**config.mk**
```make
export PLATFORM = sky130hd
export DESIGN_NAME = usb_crc_engine_flat
export DESIGN_NICKNAME = d
export VERILOG_FILES = /design/src/rtl/usb_crc_engine_if.sv /design/src/rtl/usb_crc_engine.sv /design/src/flat_wrapper.sv
export SDC_FILE = /design/constraint.sdc
export NUM_CORES = 1
export LEC_CHECK = 0
export BUFFER_PORTS_ARGS = -buffer_cell sky130_fd_sc_hd__buf_2
export CAP_MARGIN = 20
export CORE_UTILIZATION = 59
export DETAILED_ROUTE_END_ITERATION = 8
export PLACE_DENSITY_LB_ADDON = 0.1
export SYNTH_ARGS = -nofsm -noshare
export SYNTH_HDL_FRONTEND = slang
export SYNTH_SLANG_ARGS = --single-unit
```
**constraint.sdc**
```tcl
create_clock -name clk -period 4 [get_ports clk]
set_clock_uncertainty 0.15 [all_clocks]
set_input_delay 1 -clock clk [delete_from_list [all_inputs] [get_ports clk]]
set_output_delay 1 -clock clk [all_outputs]
set_load 0.02 [all_outputs]
```
**src/rtl/usb_crc_engine_if.sv**
```systemverilog
// Bus between the USB packet FSMs and the serial CRC engine.
// Both streams transfer a bit on a clock edge where valid && ready; valid never waits on ready.
interface usb_crc_engine_if #(
    parameter int CRC_W = 16,
    parameter int LEN_W = 11
);
    logic             start;
    logic             mode;
    logic [LEN_W-1:0] len;
    logic             abort;
    logic             din_valid;
    logic             din;
    logic             din_ready;
    logic             crc_out_valid;
    logic             crc_out;
    logic             out_ready;
    logic [CRC_W-1:0] crc_value;
    logic             done;
    logic             crc_ok;
    logic             ack;
    logic             busy;
    logic [1:0]       state_dbg;

    modport master (
        output start, mode, len, abort, din_valid, din, out_ready, ack,
        input  din_ready, crc_out_valid, crc_out, crc_value, done, crc_ok, busy, state_dbg
    );

    modport slave (
        input  start, mode, len, abort, din_valid, din, out_ready, ack,
        output din_ready, crc_out_valid, crc_out, crc_value, done, crc_ok, busy, state_dbg
    );
endinterface

```
**src/rtl/usb_crc_engine.sv**
```systemverilog
// Serial LSB-first CRC engine: generate mode emits the complemented remainder MSB-first,
// check mode compares the final register against the polynomial residual.
module usb_crc_engine #(
    parameter int               CRC_W    = 16,
    parameter logic [CRC_W-1:0] POLY     = 16'h8005,
    parameter logic [CRC_W-1:0] RESIDUAL = 16'h800D,
    parameter int               LEN_W    = 11
) (
    input logic clk,
    input logic rst_n,
    usb_crc_engine_if.slave bus
);
    localparam int EW = (CRC_W > 1) ? $clog2(CRC_W) : 1;
    localparam logic [EW-1:0] EMIT_LAST = EW'(CRC_W - 1);
    localparam logic [CRC_W-1:0] ONES = '1;

    typedef enum logic [1:0] {
        IDLE = 2'd0,
        DATA = 2'd1,
        EMIT = 2'd2,
        DONE = 2'd3
    } state_t;

    state_t           state, state_next;
    logic [CRC_W-1:0] crc, crc_next, shreg, crc_value_q;
    logic [LEN_W-1:0] count, len_q;
    logic [EW-1:0]    emit_cnt;
    logic             mode_q, crc_ok_q;
    logic             accept, last_bit, fb;

    logic din_ready_c, crc_out_valid_c, crc_out_c, done_c, busy_c;

    assign accept   = bus.din_valid && (state == DATA);
    assign last_bit = (count == len_q - LEN_W'(1));
    assign fb       = crc[CRC_W-1] ^ bus.din;
    assign crc_next = {crc[CRC_W-2:0], 1'b0} ^ (fb ? POLY : '0);

    always_ff @(posedge clk or negedge rst_n) begin
        if (!rst_n) state <= IDLE;
        else        state <= state_next;
    end

    always_comb begin
        state_next = state;
        if (bus.abort) begin
            state_next = IDLE;
        end else begin
            case (state)
                IDLE: if (bus.start) begin
                    if (bus.len != '0) state_next = DATA;
                    else if (bus.mode) state_next = DONE;
                    else               state_next = EMIT;
                end
                DATA: if (accept && last_bit) state_next = mode_q ? DONE : EMIT;
                EMIT: if (bus.out_ready && emit_cnt == EMIT_LAST) state_next = DONE;
                DONE: if (bus.ack) state_next = IDLE;
                default: state_next = IDLE;
            endcase
        end
    end

    always_comb begin
        din_ready_c     = 1'b0;
        crc_out_valid_c = 1'b0;
        crc_out_c       = 1'b0;
        done_c          = 1'b0;
        case (state)
            DATA: din_ready_c = 1'b1;
            EMIT: begin
                crc_out_valid_c = 1'b1;
                crc_out_c       = shreg[CRC_W-1];
            end
            DONE: done_c = 1'b1;
            default: ;
        endcase
        busy_c = (state != IDLE);
    end

    // Abort freezes the datapath; the CRC register is only reloaded by the next start.
    always_ff @(posedge clk or negedge rst_n) begin
        if (!rst_n) begin
            crc         <= ONES;
            count       <= '0;
            len_q       <= '0;
            mode_q      <= 1'b0;
            shreg       <= '0;
            crc_value_q <= '0;
            emit_cnt    <= '0;
            crc_ok_q    <= 1'b0;
        end else if (bus.abort) begin
            crc_ok_q <= 1'b0;
        end else begin
            case (state)
                IDLE: if (bus.start) begin
                    crc      <= ONES;
                    count    <= '0;
                    len_q    <= bus.len;
                    mode_q   <= bus.mode;
                    emit_cnt <= '0;
                    if (bus.len == '0) begin
                        if (bus.mode) begin
                            crc_ok_q <= (ONES == RESIDUAL);
                        end else begin
                            shreg       <= ~ONES;
                            crc_value_q <= ~ONES;
                        end
                    end
                end
                DATA: if (accept) begin
                    crc   <= crc_next;
                    count <= count + LEN_W'(1);
                    if (last_bit) begin
                        if (mode_q) begin
                            crc_ok_q <= (crc_next == RESIDUAL);
                        end else begin
                            shreg       <= ~crc_next;
                            crc_value_q <= ~crc_next;
                        end
                    end
                end
                EMIT: if (bus.out_ready) begin
                    shreg    <= {shreg[CRC_W-2:0], 1'b0};
                    emit_cnt <= emit_cnt + EW'(1);
                end
                DONE: if (bus.ack) crc_ok_q <= 1'b0;
                default: ;
            endcase
        end
    end

    assign bus.din_ready     = din_ready_c;
    assign bus.crc_out_valid = crc_out_valid_c;
    assign bus.crc_out       = crc_out_c;
    assign bus.done          = done_c;
    assign bus.busy          = busy_c;
    assign bus.crc_ok        = crc_ok_q;
    assign bus.crc_value     = crc_value_q;
    assign bus.state_dbg     = state;
endmodule

```
**src/flat_wrapper.sv**
```systemverilog
// flat-port wrapper written by rule: the top's interface ports become plain ports
module usb_crc_engine_flat 
#(
    parameter int               CRC_W    = 16,
    parameter logic [CRC_W-1:0] POLY     = 16'h8005,
    parameter logic [CRC_W-1:0] RESIDUAL = 16'h800D,
    parameter int               LEN_W    = 11
)
  (clk, rst_n, bus_start, bus_mode, bus_len, bus_abort, bus_din_valid, bus_din, bus_out_ready, bus_ack, bus_din_ready, bus_crc_out_valid, bus_crc_out, bus_crc_value, bus_done, bus_crc_ok, bus_busy, bus_state_dbg);
  usb_crc_engine_if #(.CRC_W(CRC_W), .LEN_W(LEN_W)) bus_i ();
  input logic clk;
  input logic rst_n;
  input wire logic [$bits(bus_i.start)-1:0] bus_start;
  input wire logic [$bits(bus_i.mode)-1:0] bus_mode;
  input wire logic [$bits(bus_i.len)-1:0] bus_len;
  input wire logic [$bits(bus_i.abort)-1:0] bus_abort;
  input wire logic [$bits(bus_i.din_valid)-1:0] bus_din_valid;
  input wire logic [$bits(bus_i.din)-1:0] bus_din;
  input wire logic [$bits(bus_i.out_ready)-1:0] bus_out_ready;
  input wire logic [$bits(bus_i.ack)-1:0] bus_ack;
  output wire logic [$bits(bus_i.din_ready)-1:0] bus_din_ready;
  output wire logic [$bits(bus_i.crc_out_valid)-1:0] bus_crc_out_valid;
  output wire logic [$bits(bus_i.crc_out)-1:0] bus_crc_out;
  output wire logic [$bits(bus_i.crc_value)-1:0] bus_crc_value;
  output wire logic [$bits(bus_i.done)-1:0] bus_done;
  output wire logic [$bits(bus_i.crc_ok)-1:0] bus_crc_ok;
  output wire logic [$bits(bus_i.busy)-1:0] bus_busy;
  output wire logic [$bits(bus_i.state_dbg)-1:0] bus_state_dbg;
  assign bus_i.start = bus_start;
  assign bus_i.mode = bus_mode;
  assign bus_i.len = bus_len;
  assign bus_i.abort = bus_abort;
  assign bus_i.din_valid = bus_din_valid;
  assign bus_i.din = bus_din;
  assign bus_i.out_ready = bus_out_ready;
  assign bus_i.ack = bus_ack;
  assign bus_din_ready = bus_i.din_ready;
  assign bus_crc_out_valid = bus_i.crc_out_valid;
  assign bus_crc_out = bus_i.crc_out;
  assign bus_crc_value = bus_i.crc_value;
  assign bus_done = bus_i.done;
  assign bus_crc_ok = bus_i.crc_ok;
  assign bus_busy = bus_i.busy;
  assign bus_state_dbg = bus_i.state_dbg;
  usb_crc_engine #(.CRC_W(CRC_W), .POLY(POLY), .RESIDUAL(RESIDUAL), .LEN_W(LEN_W)) u_core (.clk(clk), .rst_n(rst_n), .bus(bus_i));
endmodule
```
== Word level (Yosys, flattened, before mapping) ==
Index checks and enable logic that the tools add are counted.

* Bitwise operators: 4
* Eq/ne operators: 22
* $add $sub $neg: 3
* Multiplexer cells: 41
* Reductions and logical operators: 18

{| class="wikitable"
|+ Operators with widths
! cell !! count
|-
| 16-bit two-way mux || 10
|-
| 16-bit one-hot mux with 2 select lines || 2
|-
| 16-bit one-hot mux with 3 select lines || 1
|-
| 11-bit two-way mux || 2
|-
| 11-bit one-hot mux with 2 select lines || 1
|-
| 16-bit equality test, second input constant || 1
|-
| 16-bit NOT || 1
|-
| 8-bit AND reduction || 2
|-
| 16-bit bitwise XOR || 1
|-
| 3-bit by 2-bit != test with 1-bit output, second input constant || 5
|-
| 1-bit two-way mux || 14
|-
| 2-bit two-way mux || 6
|-
| 3-bit != test, second input constant || 4
|-
| 4-bit AND reduction || 3
|-
| 11-bit by 1-bit adder with 11-bit output, second input constant || 1
|-
| 11-bit equality test || 1
|-
| 11-bit logical NOT || 1
|-
| 11-bit nonzero test || 1
|-
| 11-bit by 1-bit subtractor with 11-bit output, second input constant || 1
|-
| 9-bit AND reduction || 1
|-
| 4-bit two-way mux || 2
|-
| 2-bit != test, second input constant || 4
|-
| 2-bit one-hot mux with 4 select lines || 1
|-
| 4-bit one-hot mux with 2 select lines || 1
|-
| other kinds (14) || 21
|}

* Logic and storage cells: 97
* Bits of input ports: 20
* Bits in registers: 78
* Output and inout bits: 24

== Longest topological paths before layout ==
Gate-level depths: netlist of run 1.

* Depth after elaboration: 9
* Depth in mapped cells: 11
* Mapped depth without buffers: 9

== Worst setup path after synthesis of run 1 ==
Ideal clock, no wire load.

* Path type: input to register
* Start point: input bus_len[2]
* End point: register u_core.shreg[0]
* Cell stages on the path: 8
* Path buffers: 1
* Arrival: 2.889 ns
* Setup time: 0.083 ns
* Required time: 3.767 ns
* Path slack: 0.879 ns
* Cell sequence: nor4_1 > a31oi_1 > a221o_1 > or4_1 > clkbuf_1 > nor3_1 > mux2i_1 > o21ai_0

* Cells in the longest elaborated chain, start to end: 3

{| class="wikitable"
|+ RTL lines
! element !! line !! source
|-
| start: declaration || flat_wrapper.sv:15 || <nowiki>input wire logic [$bits(bus_i.len)-1:0] bus_len;</nowiki>
|-
| 11-bit logical NOT || usb_crc_engine.sv:100 || <nowiki>if (bus.len == '0) begin</nowiki>
|-
| 2-bit by 1-bit != test with 1-bit output (no line) || - ||
|-
| 9-bit AND reduction (no line) || - ||
|-
| end signal: assignment || usb_crc_engine.sv:104 || <nowiki>shreg <= ~ONES;</nowiki>
|-
| end signal: assignment || usb_crc_engine.sv:116 || <nowiki>shreg <= ~crc_next;</nowiki>
|-
| end signal: assignment || usb_crc_engine.sv:122 || <nowiki>shreg <= {shreg[CRC_W-2:0], 1'b0};</nowiki>
|-
| end: declaration || usb_crc_engine.sv:25 || <nowiki>logic [CRC_W-1:0] crc, crc_next, shreg, crc_value_q;</nowiki>
|}

Every way passes these cells.
A chain may end at the register's enable or synchronous reset.

== Worst setup path in the final report of run 1 ==
* Start point: register u_core.len_q[0]
* End point: register u_core.shreg[4]

* Cells in the longest elaborated chain, start to end: 4

{| class="wikitable"
|+ RTL lines
! element !! line !! source
|-
| start: declaration || usb_crc_engine.sv:26 || <nowiki>logic [LEN_W-1:0] count, len_q;</nowiki>
|-
| start signal: assignment || usb_crc_engine.sv:97 || <nowiki>len_q <= bus.len;</nowiki>
|-
| 11-bit by 1-bit subtractor with 11-bit output || usb_crc_engine.sv:34 || <nowiki>assign last_bit = (count == len_q - LEN_W'(1));</nowiki>
|-
| 11-bit equality test || usb_crc_engine.sv:34 ||
|-
| 2-bit by 1-bit != test with 1-bit output (no line) || - ||
|-
| 9-bit AND reduction (no line) || - ||
|}

Every way passes these cells.

==> flow_summary.yaml, run 1 <==
status:
  status: "complete, no violations"
sta:
  finalSetupViolations: 0
  period_share: 0.842
  tightestPinTransition_ps: 965
  slew_headroom: 0.356
  holdWs_ps: 364
  min_period_ps: 3370
  slew_violations: 0
  setup_tns_ps: 0
  hold_viol: 0
  rsz0062_at_grt: "false"
  max_freq_ghz: 0.297
clock_tree:
  clock-sinks: 78
  hold_buffers: 0
  cts_buffer_depth: 2
  cts.reportedPaths.clkPinSlew_ps: 80
  clock-root-buffer: "clkbuf_8"
  htreeDepth: 3
  clock_latency_ps: 350
  tritoncts: "yes"
  numCtsBuffers: 9
  cts_resized: 0
  cts_setup_buffers: 0
finish:
  post-route-util: 0.682
  final_common_cell: "dfrtp_1"
  postLayoutCellArea_um2: 4680
  drive_gt1_frac: 0.233
  antennaDiodeCount: 0
  nets: 465
  syn_to_final_growth_pct: 9.99
  final_cell_mix: "dfrtp_1, buf_2, o21ai_0"
min_path:
  min_path_type: "flip-flop to flip-flop"
yosys:
  syn_nets: 432
  syn_area_per_cell_um2: 10.5
  async_reset_ff_frac: 1.00
  syn_area_um2: 4260
  yosys_most_used_dff: "dfrtp_1"
  yosys.cell_types.count: 58
  ys_warn_count: 0
  netlist_instances: 405
  synth_edf_count: 0
  ys_seq_area_frac: 0.463
  ys_ff_latch: 78
floorplan:
  die_h_um: 87.0
  core_um2: 6870
  num_rows: 30
  ios: 44
  start_util: 0.620
  die_w_um: 87.0
  die_area_um2: 7560
global_routing:
  grt_max_degree: 79
  grt_pass1_vias: 3305
  grt_pass1_wl_um: 16100
  grt_overflow: 0
  antenna_found_initial: 0
  grtUsageTotal: 0.280
pwr:
  ir_worst_vdd_uv: 302
  finalPower_mw: 2.76
  power.share.switching: 0.405
  pwr-share-seq: 0.406
  p_sw_mw: 1.12
  power.density_nw_per_um2: 589
  p_clk_frac: 0.214
  cellInternalPower_mw: 1.64
  leakage_nw: 1.97
  power_frac_comb: 0.380
critical_path:
  cp-end-kind: "flip-flop"
  critPathLaunchType: "flip-flop"
  path_cells: "inv_1, ha_1, nor3b_4, mux2i_1, or3b_4, a2111oi_4, o221ai_2, buf_4, o21ai_0, o41ai_1"
  crit_fanout: 24
  crit_type: "flip-flop to flip-flop"
  arrival_ps: 3430
  critical_path.top_delay_family: "compound AO/OA/AOI/OAI gates"
  slowest_stage: "dfrtp_1"
  crit_buf_inv: 2
  slowest_delay_ps: 460
  worstPathRequired_ps: 4060
route:
  wirelength_um: 9700
  firstDrtPassIters: 4
  vias: 3397
  viasPerCell: 6.30
  drc_errors: 0
  avgRoutedWirePerCell_um: 18.0
  ant_nets: 0
  drtIter0Drc: 162
placed_design:
  gp_congestion: 0.845
  numPortBuffers: 43
  dpl.hpwl_um: 6660
  dpl-instance-area_um2: 4490
flow_run:
  maxCapViolations: 0
per-layer routing:
metal	vias up	global-route usage	share of wire
li1	1611	-	-
met1	1691	0.356	0.44
met2	83	0.477	0.51
met3	12	0.0578	0.039
met4	0	0.0955	0.014
met5	-	0	0
stage by stage:
stage / instances / setup WS (ps)
floorplan: 405 / 879
global placement: 523 / 561
global route: 539 / 307
CTS: 539 / 615
finish: 539 / 630
detailed placement: 523 / 436
final timing paths:
kind	from	endpoint	slack, ps	cells after the start
worst max-delay path	u_core.len_q[0]	u_core.shreg[4]	630	10
worst min-delay path	u_core.shreg[7]	u_core.shreg[7]	360	2
worst max register to register	u_core.len_q[0]	u_core.shreg[4]	630	10
worst min register to register	u_core.shreg[7]	u_core.shreg[7]	360	2
max in group asynchronous	rst_n	u_core.len_q[9]	2440	1
min in group asynchronous	rst_n	u_core.count[10]	630	1
worst reg2reg max path: cells and delay by family, from the launching register on:
kind	cells	cell delay (ps)
AOI/OAI and AO/OA	4	1130
and+or+nand+nor	2	760
DFF	1	460
buffers and inverters	2	420
adders and majority gates	1	180
muxes	1	130
synthesized netlist by cell type (all sizes together), types with 6 or more instances:
cell      n  share of area
a21oi    12          0.014
a22o     19          0.039
a2bb2oi  12          0.025
buf      10          0.017
clkbuf   16          0.016
dfrtp    62           0.36
dfstp    16          0.099
ha        7          0.021
inv      11         0.0097
mux2     13          0.034
nand2    25          0.022
nand3    11          0.013
nand4     8          0.012
nor2     18          0.016
nor3     12          0.014
nor4      6         0.0088
o21ai    28          0.033
o22a     14          0.029
o2bb2ai  13          0.027
o41ai    15          0.031
or3       6         0.0088
xnor2     9          0.019
xor2     11          0.023
power by group through the flow:
stage                     clock network [mW]  logic (mW)  registers (mW)
after floorplan                            0       0.831            1.09
after global placement                     0        1.01            1.12
after detailed placement                   0        1.04            1.13
after CTS                              0.601        1.05            1.12
after global routing                   0.631        1.15            1.14
final                                  0.591        1.05            1.12
final cells by class:
type | count | area (um2)
fill | 562 | 2190
multi-input combinational | 289 | 2090
sequential | 78 | 1970
timing repair buffer | 49 | 263
clock buffer | 13 | 149
tap | 96 | 120
clock inverter | 3 | 45.0
inverter | 11 | 41.3
flip-flops by register name, summed over array words and instances (netlist names):
| signal | flops |
|---|---|
| u_core.bus.crc_ok | 1 |
| u_core.bus.crc_value | 16 |
| u_core.bus.state_dbg | 2 |
| u_core.count | 11 |
| u_core.crc | 16 |
| u_core.emit_cnt | 4 |
| u_core.len_q | 11 |
| u_core.mode_q | 1 |
| u_core.shreg | 16 |
cell families (layout without fill, tap and decap cells):
family                   after synthesis  count (layout)  share of synthesized area
buffers and inverters                 38              76                     0.0453
AND/OR/NAND/NOR                      110             110                      0.139
flip-flops                            78              78                      0.463
adder cells (fa/ha/maj)                7               7                     0.0206
AO/OA/AOI/OAI                        134             134                      0.245
XOR/XNOR                              20              20                     0.0411
multiplexers                          18              18                     0.0461
Note: power is estimated with default switching activity, not from simulation.
==> run 2: changes to the inputs <==
clock period = 3.4 ns   (was 4 ns; I/O delays follow)
==> run 2 against run 1 <==
Net effect: final area is 1.4% higher; worst setup slack got worse by 410 ps; cell count rose by 1.1%; hold slack got worse by 3.9 ps; clock-buffer cell count down 4.
==> flow_summary.yaml, run 2 (synthesis gave the netlist of run 1 again) <==
status:
  status: "complete, no violations"
floorplan:
  num_rows: 30
  die_area_um2: 7560
  ios: 44
  core_um2: 6870
  start_util: 0.620
  die_w_um: 87.0
  die_h_um: 87.0
clock_tree:
  clock_latency_ps: 350
  clock-sinks: 78
  cts_setup_buffers: 0
  cts_buffer_depth: 2
  cts.reportedPaths.clkPinSlew_ps: 90
  clock-root-buffer: "clkbuf_8"
  tritoncts: "yes"
  htreeDepth: 3
  numCtsBuffers: 9
finish:
  syn_to_final_growth_pct: 11.5
  layoutNonFillerInstCount: 545
  final_cell_mix: "dfrtp_1, buf_2, o21ai_0"
  post-route-util: 0.691
  nets: 471
  final_common_cell: "dfrtp_1"
  antennaDiodeCount: 0
  drive_gt1_frac: 0.254
global_routing:
  grt_overflow: 0
  grt_pass1_vias: 3208
  grtUsageTotal: 0.283
  grt_max_degree: 79
  grt_pass1_wl_um: 16400
  antenna_found_initial: 0
pwr:
  leakage_nw: 2.01
  power.density_nw_per_um2: 695
  ir_worst_vdd_uv: 319
placed_design:
  placed_cells: 529
  dpl.hpwl_um: 6710
  numPortBuffers: 43
  gp_congestion: 0.806
sta:
  setup_tns_ps: 0
  slew_violations: 0
  rsz0062_at_grt: "false"
  period_share: 0.935
  finalSetupViolations: 0
  tightestPinTransition_ps: 975
  hold_viol: 0
  min_period_ps: 3180
  max_freq_ghz: 0.315
  slew_headroom: 0.350
critical_path:
  rr_endpoint: "u_core.shreg[4]"
  crit_type: "flip-flop to flip-flop"
  cp-end-kind: "flip-flop"
  r2r_setup_slack_ps: 220
  r2r_start: "u_core.len_q[1]"
  arrival_ps: 3260
  critPathLaunchType: "flip-flop"
  worstPathRequired_ps: 3480
  ff2ff_path_depth: 9
  crit_fanout: 28
route:
  viasPerCell: 6.19
  drc_errors: 0
  wirelength_um: 9890
  avgRoutedWirePerCell_um: 18.1
  drtIter0Drc: 150
  vias: 3376
  ant_nets: 0
  firstDrtPassIters: 4
min_path:
  holdPathStages: 2
  hold_start: "u_core.crc[15]"
  min_path_type: "flip-flop to flip-flop"
  holdPathEnd: "u_core.crc[15]"
flow_run:
  maxCapViolations: 0
run 2: per-layer routing:
layer	share of wire	GRT usage	vias to the layer above	wire length [um]
li1	-	-	1620	-
met1	0.45	0.378	1686	4400
met2	0.51	0.478	61	5080
met3	0.030	0.0455	9	299
met4	0.011	0.0788	0	108
met5	0	0	-	0
run 2: where the power goes:
part | internal, mW | switching, mW
Combinational | 0.497 | 0.792
Sequential | 1.10 | 0.202
Clock | 0.346 | 0.367
Total | 1.94 | 1.36
run 2: metrics by stage:
step	area (um2)	hold slack [ps]	total power [mW]	worst slack, ps
floorplan	4260	309	2.26	429
global placement	4530	339	2.53	127
detailed placement	4530	343	2.58	28.4
CTS	4740	366	3.31	150
global route	4750	384	3.51	23.3
finish	4750	360	3.30	220
run 2: how the worst max path moves through the flow:
stage	depth (start not counted)	endpoint	start	slack (ps)
after floorplan	8	u_core.shreg[0]	bus_len[2]	430
after global placement	9	u_core.shreg[0]	bus_len[1]	130
after detailed placement	9	u_core.shreg[0]	bus_len[2]	30
after CTS	6	u_core.shreg[4]	u_core.len_q[5]	150
after global routing	9	u_core.shreg[4]	u_core.len_q[1]	20
final	9	u_core.shreg[4]	u_core.len_q[1]	220
run 2: final cells by class:
class                           instances  area [um2]
Inverter                               11        41.3
Clock buffer                            9         124
Fill cell                             552        2120
Timing Repair Buffer                   55         308
Sequential cell                        78        1970
Multi-Input combinational cell        289        2100
Tap cell                               96         120
Clock inverter                          7        78.8
run 2: what timing repair did:
action | in CTS | in global routing
hold buffers | 0 | 0
gates resized for setup | 0 | 2
setup endpoints to repair | 0 | 18
run 2: worst max-delay path: stages, from the launching register on:
cell and delay (ps):
dfrtp_1 440, inv_1 70, ha_1 180, nor3b_4 360
mux2i_1 130, or3b_4 420, a2111oi_4 410, o221ai_2 240
buf_4 280, o41ai_1 370
==> run 3: changes to the inputs <==
CORE_MARGIN = 1.5   (was default)
==> run 3 against run 2 <==
Net effect: critical path depth is the same; final area is 1.1% higher; clock-buffer cell count up 4; fmax down 0.30%; critical path type unchanged; highest routed layer unchanged.
==> flow_summary.yaml, run 3 (synthesis gave the netlist of run 1 again) <==
status:
  status: "complete, no violations"
placed_design:
  gp_congestion: 0.882
  dpl-instance-area_um2: 4530
  numPortBuffers: 43
  dpl.hpwl_um: 6740
  post-place-ws_ps: 92.2
  placed_cells: 527
critical_path:
  startpoint: "u_core.len_q[1]"
  ff2ff_path_depth: 9
  arrival_ps: 3260
  cp-end-kind: "flip-flop"
  worstPathRequired_ps: 3470
  crit_type: "flip-flop to flip-flop"
  critPathLaunchType: "flip-flop"
  r2r_start: "u_core.len_q[1]"
  crit_fanout: 26
global_routing:
  grt_pass1_vias: 3316
  grtUsageTotal: 0.279
  grt_overflow: 0
  grt_pass1_wl_um: 16600
  antenna_found_initial: 0
  grt_max_degree: 79
pwr:
  p_clk_frac: 0.252
  p_sw_mw: 1.34
  leakage_nw: 2.04
  cellInternalPower_mw: 2.12
  power.share.switching: 0.386
  power.density_nw_per_um2: 721
  pwr-share-seq: 0.380
  ir_worst_vdd_uv: 377
  power_frac_comb: 0.369
sta:
  max_freq_ghz: 0.314
  min_period_ps: 3190
  finalSetupViolations: 0
  period_share: 0.938
  tightestPinTransition_ps: 970
  setup_tns_ps: 0
  fin_ws_ps: 211
  rsz0062_at_grt: "false"
  hold_viol: 0
  slew_violations: 0
  slew_headroom: 0.354
route:
  drc_errors: 0
  ant_nets: 0
  vias: 3426
  firstDrtPassIters: 4
  avgRoutedWirePerCell_um: 18.5
  wirelength_um: 10100
  viasPerCell: 6.30
  drtIter0Drc: 172
clock_tree:
  cts.reportedPaths.clkPinSlew_ps: 80
  cts_buffer_depth: 2
  clock_latency_ps: 350
  tritoncts: "yes"
  htreeDepth: 3
  clock-root-buffer: "clkbuf_8"
  hold_buffers: 0
  numCtsBuffers: 9
  clock-sinks: 78
finish:
  final_common_cell: "dfrtp_1"
  layoutNonFillerInstCount: 544
  post-route-util: 0.699
  syn_to_final_growth_pct: 12.7
  drive_gt1_frac: 0.248
  nets: 470
  antennaDiodeCount: 0
  final_cell_mix: "dfrtp_1, buf_2, o21ai_0"
  postLayoutCellArea_um2: 4800
floorplan:
  die_area_um2: 7740
  die_h_um: 88.0
  start_util: 0.620
  ios: 44
  core_um2: 6870
  num_rows: 30
  die_w_um: 88.0
min_path:
  hold_start: "u_core.shreg[1]"
  min_path_type: "flip-flop to flip-flop"
  holdPathStages: 2
flow_run:
  maxCapViolations: 0
## run 3: changes by cell type in the layout (fill, tap and decap cells not counted), sizes merged
cell / change
clkbuf: +4
clkinvlp: -3
inv: -3
bufinv: +2
buf: -1
## run 3: final timing paths
check	to	slack, ps
max	u_core.shreg[5]	210
min	u_core.shreg[1]	370
max reg2reg	u_core.shreg[5]	210
min reg2reg	u_core.shreg[1]	370
max in group asynchronous	u_core.shreg[7]	1960
min in group asynchronous	u_core.count[9]	490
## run 3: area by class of cell
class                      instances  area (um2)
sequential                        78        1970
tap                               96         120
inverter                          11        41.3
fill                             531        2070
clock buffer                      13         159
clock inverter                     3        90.1
multi-input combinational        289        2100
timing repair buffer              54         313
## run 3: metrics by stage
| stage | hold WS (ps) | total power, mW |
|---|---|---|
| after global routing | 387 | 3.68 |
| after global placement | 339 | 2.53 |
| after CTS | 367 | 3.45 |
| final | 369 | 3.46 |
| after floorplan | 309 | 2.26 |
| after detailed placement | 348 | 2.57 |
## run 3: timing repair
| item | in CTS | in global routing |
|---|---|---|
| setup endpoints to repair | 0 | 24 |
| buffers inserted | 0 | 1 |
| gates resized for setup | 0 | 2 |
## run 3: routing by layer
metal  GRT usage  part of all wire  up-vias
met5           0                 0        -
met4      0.0794            0.0057        0
met2       0.458              0.51       88
met3      0.0575             0.044        7
li1            -                 -     1613
met1       0.377              0.44     1718
## run 3: critical path, stage by stage, from the launching register on
cell	delay, ps
dfrtp_1	430
inv_1	80
ha_1	170
nor3b_4	330
mux2i_1	120
or3b_4	420
a2111oi_4	440
o221ai_2	250
buf_4	280
o41ai_1	390
## run 3: power groups by stage
| stage | Sequential [mW] | Clock (mW) | Combinational [mW] |
|---|---|---|---|
| after floorplan | 1.28 | 0 | 0.978 |
| after global placement | 1.31 | 0 | 1.22 |
| after detailed placement | 1.32 | 0 | 1.25 |
| after CTS | 1.31 | 0.879 | 1.26 |
| after global routing | 1.34 | 0.922 | 1.41 |
| final | 1.31 | 0.871 | 1.28 |
